<file path="src/rtl/sc_ulpi_reg_engine.sv">
// Link-side ULPI register access engine: sequences TX CMD / extended address / data / STP
// and read turnaround, retries PHY aborts, times out hung accesses, and monitors RX CMDs.
module sc_ulpi_reg_engine #(
  parameter bit EXT_ADDR_EN = 1'b1,
  parameter int MAX_RETRY   = 3,
  parameter int TIMEOUT     = 255
) (
  input  logic       CLK,
  input  logic       RESET,
  input  logic       ULPI_DIR,
  input  logic       ULPI_NXT,
  input  logic [7:0] ULPI_DATA_I,
  output logic [7:0] ULPI_DATA_O,
  output logic       ULPI_DATA_OE,
  output logic       ULPI_STP,
  input  logic       REQ_VALID,
  output logic       REQ_READY,
  input  logic       REQ_WRITE,
  input  logic [7:0] REQ_ADDR,
  input  logic [7:0] REQ_WDATA,
  output logic       RSP_VALID,
  output logic [7:0] RSP_RDATA,
  output logic       RSP_ERR,
  output logic [7:0] RXCMD,
  output logic       RXCMD_VALID
);

  localparam int TW = $clog2(TIMEOUT + 1);
  localparam int RW = $clog2(MAX_RETRY + 2);

  typedef enum logic [3:0] {
    S_IDLE, S_CMD, S_EADR, S_WDATA, S_STP, S_RTURN,
    S_RDATA, S_RESP, S_ABORT, S_TOSTP, S_ERRW
  } state_t;

  state_t         state_reg;
  logic           dir_q;
  logic [7:0]     data_o_reg;
  logic           stp_reg;
  logic           ready_reg;
  logic           rsp_valid_reg;
  logic [7:0]     rsp_rdata_reg;
  logic           rsp_err_reg;
  logic [7:0]     rxcmd_reg;
  logic           rxcmd_valid_reg;
  logic           wr_reg;
  logic           ext_reg;
  logic [7:0]     addr_reg;
  logic [7:0]     wdata_reg;
  logic [RW-1:0]  retry_cnt;
  logic [TW-1:0]  tmo_cnt;
  logic           low_cnt;

  logic           req_ext;
  logic [7:0]     req_txcmd;
  logic [7:0]     txcmd;
  logic           tmo_hit;
  logic           retry_last;

  // Addresses above the immediate range are reached through the 0x2F escape.
  assign req_ext    = (REQ_ADDR > 8'h2E);
  assign req_txcmd  = {1'b1, ~REQ_WRITE, req_ext ? 6'h2F : REQ_ADDR[5:0]};
  assign txcmd      = {1'b1, ~wr_reg, ext_reg ? 6'h2F : addr_reg[5:0]};
  assign tmo_hit    = (tmo_cnt == TW'(TIMEOUT - 1));
  assign retry_last = (retry_cnt >= RW'(MAX_RETRY));

  always_ff @(posedge CLK) begin
    if (RESET) begin
      state_reg       <= S_IDLE;
      dir_q           <= 1'b1;
      data_o_reg      <= 8'h00;
      stp_reg         <= 1'b0;
      ready_reg       <= 1'b1;
      rsp_valid_reg   <= 1'b0;
      rsp_rdata_reg   <= 8'h00;
      rsp_err_reg     <= 1'b0;
      rxcmd_reg       <= 8'h00;
      rxcmd_valid_reg <= 1'b0;
      wr_reg          <= 1'b0;
      ext_reg         <= 1'b0;
      addr_reg        <= 8'h00;
      wdata_reg       <= 8'h00;
      retry_cnt       <= '0;
      tmo_cnt         <= '0;
      low_cnt         <= 1'b0;
    end else begin
      dir_q           <= ULPI_DIR;
      rxcmd_valid_reg <= 1'b0;
      // RX CMDs arrive with NXT low once the PHY owns the bus; read data is not an RX CMD.
      if (ULPI_DIR && dir_q && !ULPI_NXT && state_reg != S_RDATA) begin
        rxcmd_reg       <= ULPI_DATA_I;
        rxcmd_valid_reg <= 1'b1;
      end

      case (state_reg)
        S_IDLE: begin
          data_o_reg <= 8'h00;
          if (REQ_VALID && ready_reg) begin
            ready_reg <= 1'b0;
            wr_reg    <= REQ_WRITE;
            ext_reg   <= req_ext;
            addr_reg  <= REQ_ADDR;
            wdata_reg <= REQ_WDATA;
            retry_cnt <= '0;
            tmo_cnt   <= '0;
            if (!EXT_ADDR_EN && req_ext) begin
              state_reg <= S_ERRW;
            end else begin
              state_reg  <= S_CMD;
              data_o_reg <= req_txcmd;
            end
          end else begin
            ready_reg <= ~ULPI_DIR;
          end
        end

        S_CMD, S_EADR, S_WDATA: begin
          if (ULPI_DIR) begin
            data_o_reg <= 8'h00;
            tmo_cnt    <= '0;
            low_cnt    <= 1'b0;
            if (retry_last) begin
              state_reg     <= S_RESP;
              rsp_valid_reg <= 1'b1;
              rsp_err_reg   <= 1'b1;
              rsp_rdata_reg <= 8'h00;
            end else begin
              retry_cnt <= retry_cnt + 1'b1;
              state_reg <= S_ABORT;
            end
          end else if (ULPI_NXT) begin
            tmo_cnt <= '0;
            case (state_reg)
              S_CMD: begin
                if (ext_reg) begin
                  state_reg  <= S_EADR;
                  data_o_reg <= addr_reg;
                end else if (wr_reg) begin
                  state_reg  <= S_WDATA;
                  data_o_reg <= wdata_reg;
                end else begin
                  state_reg  <= S_RTURN;
                  data_o_reg <= 8'h00;
                end
              end
              S_EADR: begin
                if (wr_reg) begin
                  state_reg  <= S_WDATA;
                  data_o_reg <= wdata_reg;
                end else begin
                  state_reg  <= S_RTURN;
                  data_o_reg <= 8'h00;
                end
              end
              default: begin
                state_reg  <= S_STP;
                stp_reg    <= 1'b1;
                data_o_reg <= 8'h00;
              end
            endcase
          end else if (tmo_hit) begin
            state_reg  <= S_TOSTP;
            stp_reg    <= 1'b1;
            data_o_reg <= 8'h00;
            tmo_cnt    <= '0;
          end else begin
            tmo_cnt <= tmo_cnt + 1'b1;
          end
        end

        S_RTURN: begin
          if (ULPI_DIR) begin
            state_reg <= S_RDATA;
            tmo_cnt   <= '0;
          end else if (tmo_hit) begin
            state_reg <= S_TOSTP;
            stp_reg   <= 1'b1;
            tmo_cnt   <= '0;
          end else begin
            tmo_cnt <= tmo_cnt + 1'b1;
          end
        end

        S_RDATA: begin
          state_reg     <= S_RESP;
          rsp_valid_reg <= 1'b1;
          rsp_err_reg   <= 1'b0;
          rsp_rdata_reg <= ULPI_DATA_I;
        end

        S_STP: begin
          stp_reg       <= 1'b0;
          state_reg     <= S_RESP;
          rsp_valid_reg <= 1'b1;
          rsp_err_reg   <= 1'b0;
          rsp_rdata_reg <= 8'h00;
        end

        S_TOSTP, S_ERRW: begin
          stp_reg       <= 1'b0;
          state_reg     <= S_RESP;
          rsp_valid_reg <= 1'b1;
          rsp_err_reg   <= 1'b1;
          rsp_rdata_reg <= 8'h00;
        end

        // PHY took the bus mid-command: re-issue only after two consecutive idle cycles.
        S_ABORT: begin
          if (ULPI_DIR) begin
            low_cnt <= 1'b0;
            if (tmo_hit) begin
              state_reg     <= S_RESP;
              rsp_valid_reg <= 1'b1;
              rsp_err_reg   <= 1'b1;
              rsp_rdata_reg <= 8'h00;
              tmo_cnt       <= '0;
            end else begin
              tmo_cnt <= tmo_cnt + 1'b1;
            end
          end else if (low_cnt) begin
            low_cnt    <= 1'b0;
            state_reg  <= S_CMD;
            data_o_reg <= txcmd;
            tmo_cnt    <= '0;
          end else begin
            low_cnt <= 1'b1;
            tmo_cnt <= tmo_cnt + 1'b1;
          end
        end

        S_RESP: begin
          rsp_valid_reg <= 1'b0;
          state_reg     <= S_IDLE;
          ready_reg     <= ~ULPI_DIR;
          tmo_cnt       <= '0;
        end

        default: begin
          state_reg <= S_IDLE;
        end
      endcase
    end
  end

  assign ULPI_DATA_O  = data_o_reg;
  assign ULPI_DATA_OE = ~ULPI_DIR & ~dir_q;
  assign ULPI_STP     = stp_reg;
  assign REQ_READY    = ready_reg;
  assign RSP_VALID    = rsp_valid_reg;
  assign RSP_RDATA    = rsp_rdata_reg;
  assign RSP_ERR      = rsp_err_reg;
  assign RXCMD        = rxcmd_reg;
  assign RXCMD_VALID  = rxcmd_valid_reg;

endmodule

</file>
<file path="config.mk">
export PLATFORM = sky130hd
export DESIGN_NAME = sc_ulpi_reg_engine
export DESIGN_NICKNAME = d
export VERILOG_FILES = /design/src/rtl/sc_ulpi_reg_engine.sv
export SDC_FILE = /design/constraint.sdc
export NUM_CORES = 1
export LEC_CHECK = 0
export CAP_MARGIN = 25
export CORE_UTILIZATION = 40
export CTS_CLUSTER_DIAMETER = 200
export CTS_CLUSTER_SIZE = 40
export DETAILED_ROUTE_END_ITERATION = 10
export PLACE_DENSITY_LB_ADDON = 0.12
export SETUP_SLACK_MARGIN = 0.2
export SLEW_MARGIN = 20
export SYNTH_ARGS = -nofsm -noshare
export SYNTH_HDL_FRONTEND = slang
export SYNTH_SLANG_ARGS = --single-unit
export TNS_END_PERCENT = 100
</file>
<file path="constraint.sdc">
create_clock -name CLK -period 4.05 [get_ports CLK]
set_input_delay 0.6075 -clock CLK [delete_from_list [all_inputs] [get_ports CLK]]
set_output_delay 0.6075 -clock CLK [all_outputs]
set_load 0.01 [all_outputs]
</file>
**After elaboration in Yosys (flattened, before gate mapping)**

Cells that the tools add are included.

- Bits in registers: 64
- Output and inout bits: 30
- Bits of input ports: 30

- Bitwise gates (word level): 5
- Multiplexer cells: 60
- Add/sub/neg operators: 2
- Equal/unequal tests: 26
- Reduce and logical (&&, ||, !) cells: 31
- $lt $le $gt $ge: 2

Operator list:

| cell | number |
|---|---|
| two-way mux 8 bit | 18 |
| one-hot mux 8 bit (5 select lines) | 1 |
| two-way mux 4 bit | 9 |
| one-hot mux 8 bit (4 select lines) | 1 |
| one-hot mux 8 bit (3 select lines) | 1 |
| inequality test 2 bit (second input constant) | 10 |
| one-hot mux 4 bit (5 select lines) | 1 |
| == test 4 x 3 -> 1 bit (second input constant) | 4 |
| one-hot mux 8 bit (2 select lines) | 1 |
| two-way mux 3 bit | 5 |
| AND reduction 5 bit | 3 |
| two-way mux 1 bit | 14 |
| == test 4 bit (second input constant) | 3 |
| two-way mux 6 bit | 2 |
| AND reduction 4 bit | 3 |
| nonzero test 4 bit | 3 |
| inequality test 3 bit (second input constant) | 3 |
| adder 8 x 1 -> 8 bit (second input constant) | 1 |
| == test 4 x 2 -> 1 bit (second input constant) | 2 |
| == test 8 bit (second input constant) | 1 |
| greater-than comparator 8 x 6 -> 1 bit (second input constant) | 1 |
| one-hot mux 1 bit (4 select lines) | 2 |
| one-hot mux 4 bit (2 select lines) | 1 |
| one-hot mux 3 bit (2 select lines) | 1 |
| 20 further kinds | 35 |

**Logic depth before layout (Yosys ltp)**

- Word-level depth: 6
- Gate-level depth with buffers: 8
- Gate-level depth less buffers: 7

**Worst setup path after synthesis**

Ideal clock, no wire load.

- Kind: input -> register
- Start: input port ULPI_DIR
- End: register data_o_reg[0] (netlist: ULPI_DATA_O[0])
- Slack: 2.004 ns
- Data arrival time: 1.927 ns
- Cell stages on the path: 6
- Buffers on the path: 2
- Setup time: 0.120 ns
- Cell sequence: clkbuf_1 or4b_1 a21oi_1 o41ai_2 buf_6 o31a_1

- Cells in the longest elaborated chain, start to end: 2
- Elaborated cells between the ends (all ways): 5

Ends and longest elaborated chain:

| item | RTL line | source |
|---|---|---|
| start, declared | 10 | `input logic ULPI_DIR,` |
| inequality test 4 bit (no line) (tied with other cells) | - |  |
| AND reduction 4 bit (no line) or one-hot mux 8 bit (3 select lines) (tied branches) | - |  |
| end signal, assigned | 110 | `data_o_reg <= req_txcmd;` |
| end signal, assigned | 137 | `data_o_reg <= addr_reg;` |
| end signal, assigned | 140 | `data_o_reg <= wdata_reg;` |
| end, declared | 38 | `logic [7:0] data_o_reg;` |

Several ways; a longest one is shown, not always the timed one.
A chain may end at the register's enable or synchronous reset.

**Worst setup path in the final report**

- Start: input port ULPI_DIR
- End: output port ULPI_DATA_OE

- Cells in the longest elaborated chain, start to end: 2

Ends and longest elaborated chain:

| item | RTL line | source |
|---|---|---|
| inverter 1 bit | 246 | `assign ULPI_DATA_OE = ~ULPI_DIR & ~dir_q;` |
| AND 1 bit | 246 |  |
| end, declared | 14 | `output logic ULPI_DATA_OE,` |

No other way between the ends.

==> summary.json <==
{
  "place.detailed.instances": {"value": 573},
  "max_cap_viol_count": {"value": 0},
  "die_height": {"value": 94.34, "unit": "microns"},
  "syn_area_per_cell": {"value": 7.914, "unit": "sq um"},
  "wl": {"value": 9204, "unit": "microns"},
  "crit-reg2reg-capture": {"value": "RXCMD[0]"},
  "power.density_cell_area": {"value": 585.8, "unit": "nW/um^2"},
  "grt_start_max_net_pins": {"value": 39},
  "gr-total-overflow": {"value": 0},
  "grt_first_pass_wirelength": {"value": 14770, "unit": "microns"},
  "hold_violations": {"value": 0},
  "viasPerCell": {"value": 5.652},
  "timing.slew.headroom": {"value": 44.47, "unit": "%"},
  "timing.setup.critical_path_class": {"value": "in2out"},
  "worst_pin_slew": {"value": 0.8285, "unit": "ns"},
  "yosysUniqueCellTypes": {"value": 56},
  "final.setup.tns": {"value": 0, "unit": "ns"},
  "cts_setup_buffers": {"value": 0},
  "synthesis.nets": {"value": 465},
  "worst_path_most_repeated_cell": {"value": "clkdlybuf4s50_1"},
  "worst_setup_path_end_kind": {"value": "output port"},
  "row_count": {"value": 33},
  "tritoncts_clock_tree": {"value": "built"},
  "cts.path.max_buffers": {"value": 2},
  "ctsHoldBuffers": {"value": 0},
  "critical-path-slowest-cell": {"value": "clkdlybuf4s50_1"},
  "setup.worst_path.end": {"value": "ULPI_DATA_OE"},
  "postSynthRegisterBits": {"value": 64},
  "outcome": {"value": "finished, final reports clean"},
  "dieWidth": {"value": 94.34, "unit": "microns"},
  "report.power.total": {"value": 0.002505, "unit": "W"},
  "report.final.slew_viol_count": {"value": 0},
  "drt_pre_antenna_iters": {"value": 4},
  "netlist.area_leader.share": {"value": 37.56, "unit": "%"},
  "timing.critical_path.slowest_cell_delay": {"value": 0.77, "unit": "ns"},
  "regToRegStartpoint": {"value": "state_reg[2]"},
  "die_ar": {"value": 8900, "unit": "sq um"},
  "first_iter_violations": {"value": 196},
  "io_pins": {"value": 60},
  "post_synth_main_area_contributors": {"value": "dfxtp_1, a21oi_1, nand2_1, nor2_1, o21ai_0"},
  "final_period_minus_worst_setup_slack": {"value": 2.975, "unit": "ns"},
  "dominantRegCellSynth": {"value": "dfxtp_1"},
  "hpwl": {"value": 6336, "unit": "microns"},
  "worstPathMaxFanout": {"value": 20},
  "initial_standard_cell_utilization_of_the_core": {"value": 41.51, "unit": "%"},
  "vias": {"value": 3329},
  "n_antenna_cell": {"value": 0},
  "fillers": {"value": 820},
  "min_path_type": {"value": "reg2reg"},
  "cts_buffers": {"value": 9},
  "grt_setup_unrepaired": {"value": "false"},
  "worst-r2r-cell-count": {"value": 6},
  "pre_cts_ws": {"value": 1.000, "unit": "ns"},
  "io_buffers": {"value": 59},
  "clk_root_buffer_cell": {"value": "clkbuf_8"},
  "ff2ff_setup_slack": {"value": 1.68, "unit": "ns"},
  "number_of_antenna_violations_at_the_first_check_in_global_routing": {"value": 0},
  "area.growth.synth_to_final": {"value": 25.35, "unit": "%"},
  "h_tree_depth": {"value": 3},
  "finalCritPeriodShare": {"value": 73.47, "unit": "%"},
  "report.final.setup_viol": {"value": 0},
  "core-area": {"value": 8217, "unit": "sq um"},
  "worst_ep_required_time": {"value": 3.44, "unit": "ns"},
  "synth_enable_flop_cells": {"value": 0},
  "gp_routability_congestion": {"value": 0.9443},
  "cellLeakagePower": {"value": 1.464, "unit": "nW"},
  "syn-cell-area": {"value": 3411, "unit": "sq um"},
  "cts_resized": {"value": 0},
  "skew": {"value": 0.01014, "unit": "ns"},
  "track_usage": {"value": 21.23, "unit": "%"},
  "async_reset_ff_share": {"value": 0, "unit": "%"},
  "cp_cell_sequence": {"value": "clkdlybuf4s50_1, buf_4, nor2_1, clkdlybuf4s50_1"},
  "layout_setup_ws": {"value": 1.075, "unit": "ns"},
  "first_global_vias": {"value": 3040},
  "final_net_count": {"value": 513},
  "clkTransAtPathRegs": {"value": 0.07, "unit": "ns"},
  "critPathArrivalTime": {"value": 2.37, "unit": "ns"},
  "wl_per_cell": {"value": 15.63, "unit": "microns"},
  "hold_path_depth": {"value": 2},
  "ir_worst_vdd": {"value": 0.0003349, "unit": "V"},
  "ys.warnings.count": {"value": 0},
  "clock_latency": {"value": 0.35, "unit": "ns"},
  "drive_above_1_share": {"value": 9.091, "unit": "%"},
  "syn_inst": {"value": 431},
  "launching_element_of_the_worst_setup_path": {"value": "ULPI_DIR"},
  "clock_sink_count": {"value": 64},
  "timing.critical_path.from_type": {"value": "input port"},
  "synth_area_leader_cell": {"value": "dfxtp_1"},
  "ant_nets": {"value": 0},
  "seq_area_frac_synth": {"value": 37.56, "unit": "%"},
  "drc_markers": {"value": 0},
  "fmax": {"value": 0.3361, "unit": "GHz"},
  "final-instance-count-excl-fill": {"value": 589}
}
through the flow:
stage | utilization [%] | instance area, sq um | hold slack (ns)
after floorplan | - | 3411 | 0.4366
after global placement | 48.93 | 4020 | 0.4460
after CTS | 52.03 | 4275 | 0.4659
after global routing | 52.03 | 4275 | 0.4765
final | 52.03 | 4275 | 0.4580
after detailed placement | 49.06 | 4031 | 0.4536
synthesized netlist by cell type (all sizes together) (4+ instances only):
cell,n
a211oi,4
a21oi,46
a22oi,10
a31oi,7
buf,15
clkbuf,15
dfxtp,64
ha,4
inv,15
mux2i,8
nand2,54
nand3,18
nand3b,5
nor2,48
nor2b,8
nor3,15
nor4b,4
o211ai,11
o21ai,28
o22ai,4
o31a,4
or2,4
power by group:
part / leakage [nW] / total (W) / internal [W] / switching, W
Clock: 0.119 / 0.000676 / 0.000410 / 0.000266
Combinational: 0.822 / 0.000974 / 0.000400 / 0.000573
Sequential: 0.522 / 0.000855 / 0.000749 / 0.000106
Total: 1.46 / 0.00250 / 0.00156 / 0.000946
worst min-delay path by stage:
stage | slack (ns) | to | startpoint
5_1_grt | 0.48 | wdata_reg[1] | wdata_reg[1]
4_1_cts | 0.47 | RSP_VALID | RSP_VALID
6_report | 0.46 | RSP_VALID | RSP_VALID
3_3_place_gp | 0.45 | addr_reg[7] | addr_reg[7]
3_5_place_dp | 0.45 | wdata_reg[1] | wdata_reg[1]
2_1_floorplan | 0.44 | addr_reg[6] | addr_reg[6]
kinds of logic (layout without fill, tap and decap cells):
| logic type | count (synthesis) | after routing | share of synthesized area [%] |
|---|---|---|---|
| muxes | 8 | 8 | 2.348 |
| buffers and inverters | 45 | 98 | 6.566 |
| AOI/OAI and AO/OA | 141 | 141 | 26.78 |
| adders and majority gates | 4 | 4 | 1.467 |
| DFF | 64 | 64 | 37.56 |
| and+or+nand+nor | 169 | 169 | 25.28 |
cell usage in the layout, fill, tap and decap left out, types with 3 or more instances in the layout:
| cell type | synthesis | layout |
|---|---|---|
| a31oi_1 | 7 | 7 |
| o211ai_1 | 10 | 10 |
| nand2b_1 | 3 | 3 |
| nand3b_1 | 5 | 5 |
| a22oi_1 | 10 | 10 |
| o22ai_1 | 3 | 3 |
| or2_2 | 4 | 4 |
| nor2_1 | 47 | 47 |
| mux2i_1 | 8 | 8 |
| bufinv_16 | 0 | 3 |
| clkbuf_8 | 0 | 9 |
| a21oi_1 | 45 | 45 |
| nand2_1 | 51 | 51 |
| nand3_1 | 18 | 18 |
| a211o_1 | 3 | 3 |
| a41oi_1 | 3 | 3 |
| buf_4 | 0 | 8 |
| a21o_1 | 3 | 3 |
| o2111ai_1 | 3 | 3 |
| o31a_1 | 4 | 4 |
| o21ai_0 | 28 | 28 |
| ha_1 | 4 | 4 |
| a211oi_1 | 4 | 4 |
| clkdlybuf4s50_1 | 0 | 58 |
| inv_1 | 15 | 15 |
| a311oi_1 | 3 | 3 |
| nor2b_1 | 8 | 8 |
| nor3_1 | 13 | 13 |
| dfxtp_1 | 64 | 64 |
final cells by class:
| cell class | count | area (sq um) | area share, % |
|---|---|---|---|
| inverter | 15 | 56.30 | 1.317 |
| multi-input combinational | 322 | 1917 | 44.83 |
| sequential | 64 | 1281 | 29.97 |
| clock inverter | 7 | 120.1 | 2.809 |
| clock buffer | 9 | 123.9 | 2.897 |
| timing repair buffer | 67 | 645.6 | 15.10 |
| tap | 105 | 131.4 | 3.073 |
critical path, delay by kind of cell:
kind                   cells  cell delay (ns)
AND/OR/NAND/NOR            1             0.11
buffers and inverters      3             1.66
layer usage:
layer / GRT usage (%) / routed length (microns) / share of wire [%]
met2: 33.88 / 4283 / 47
met1: 27.16 / 4181 / 45
met3: 6.119 / 549 / 6.0
met4: 7.564 / 189 / 2.1
met5: 0 / 0 / 0
No activity file was read; power rests on OpenSTA's default activity.
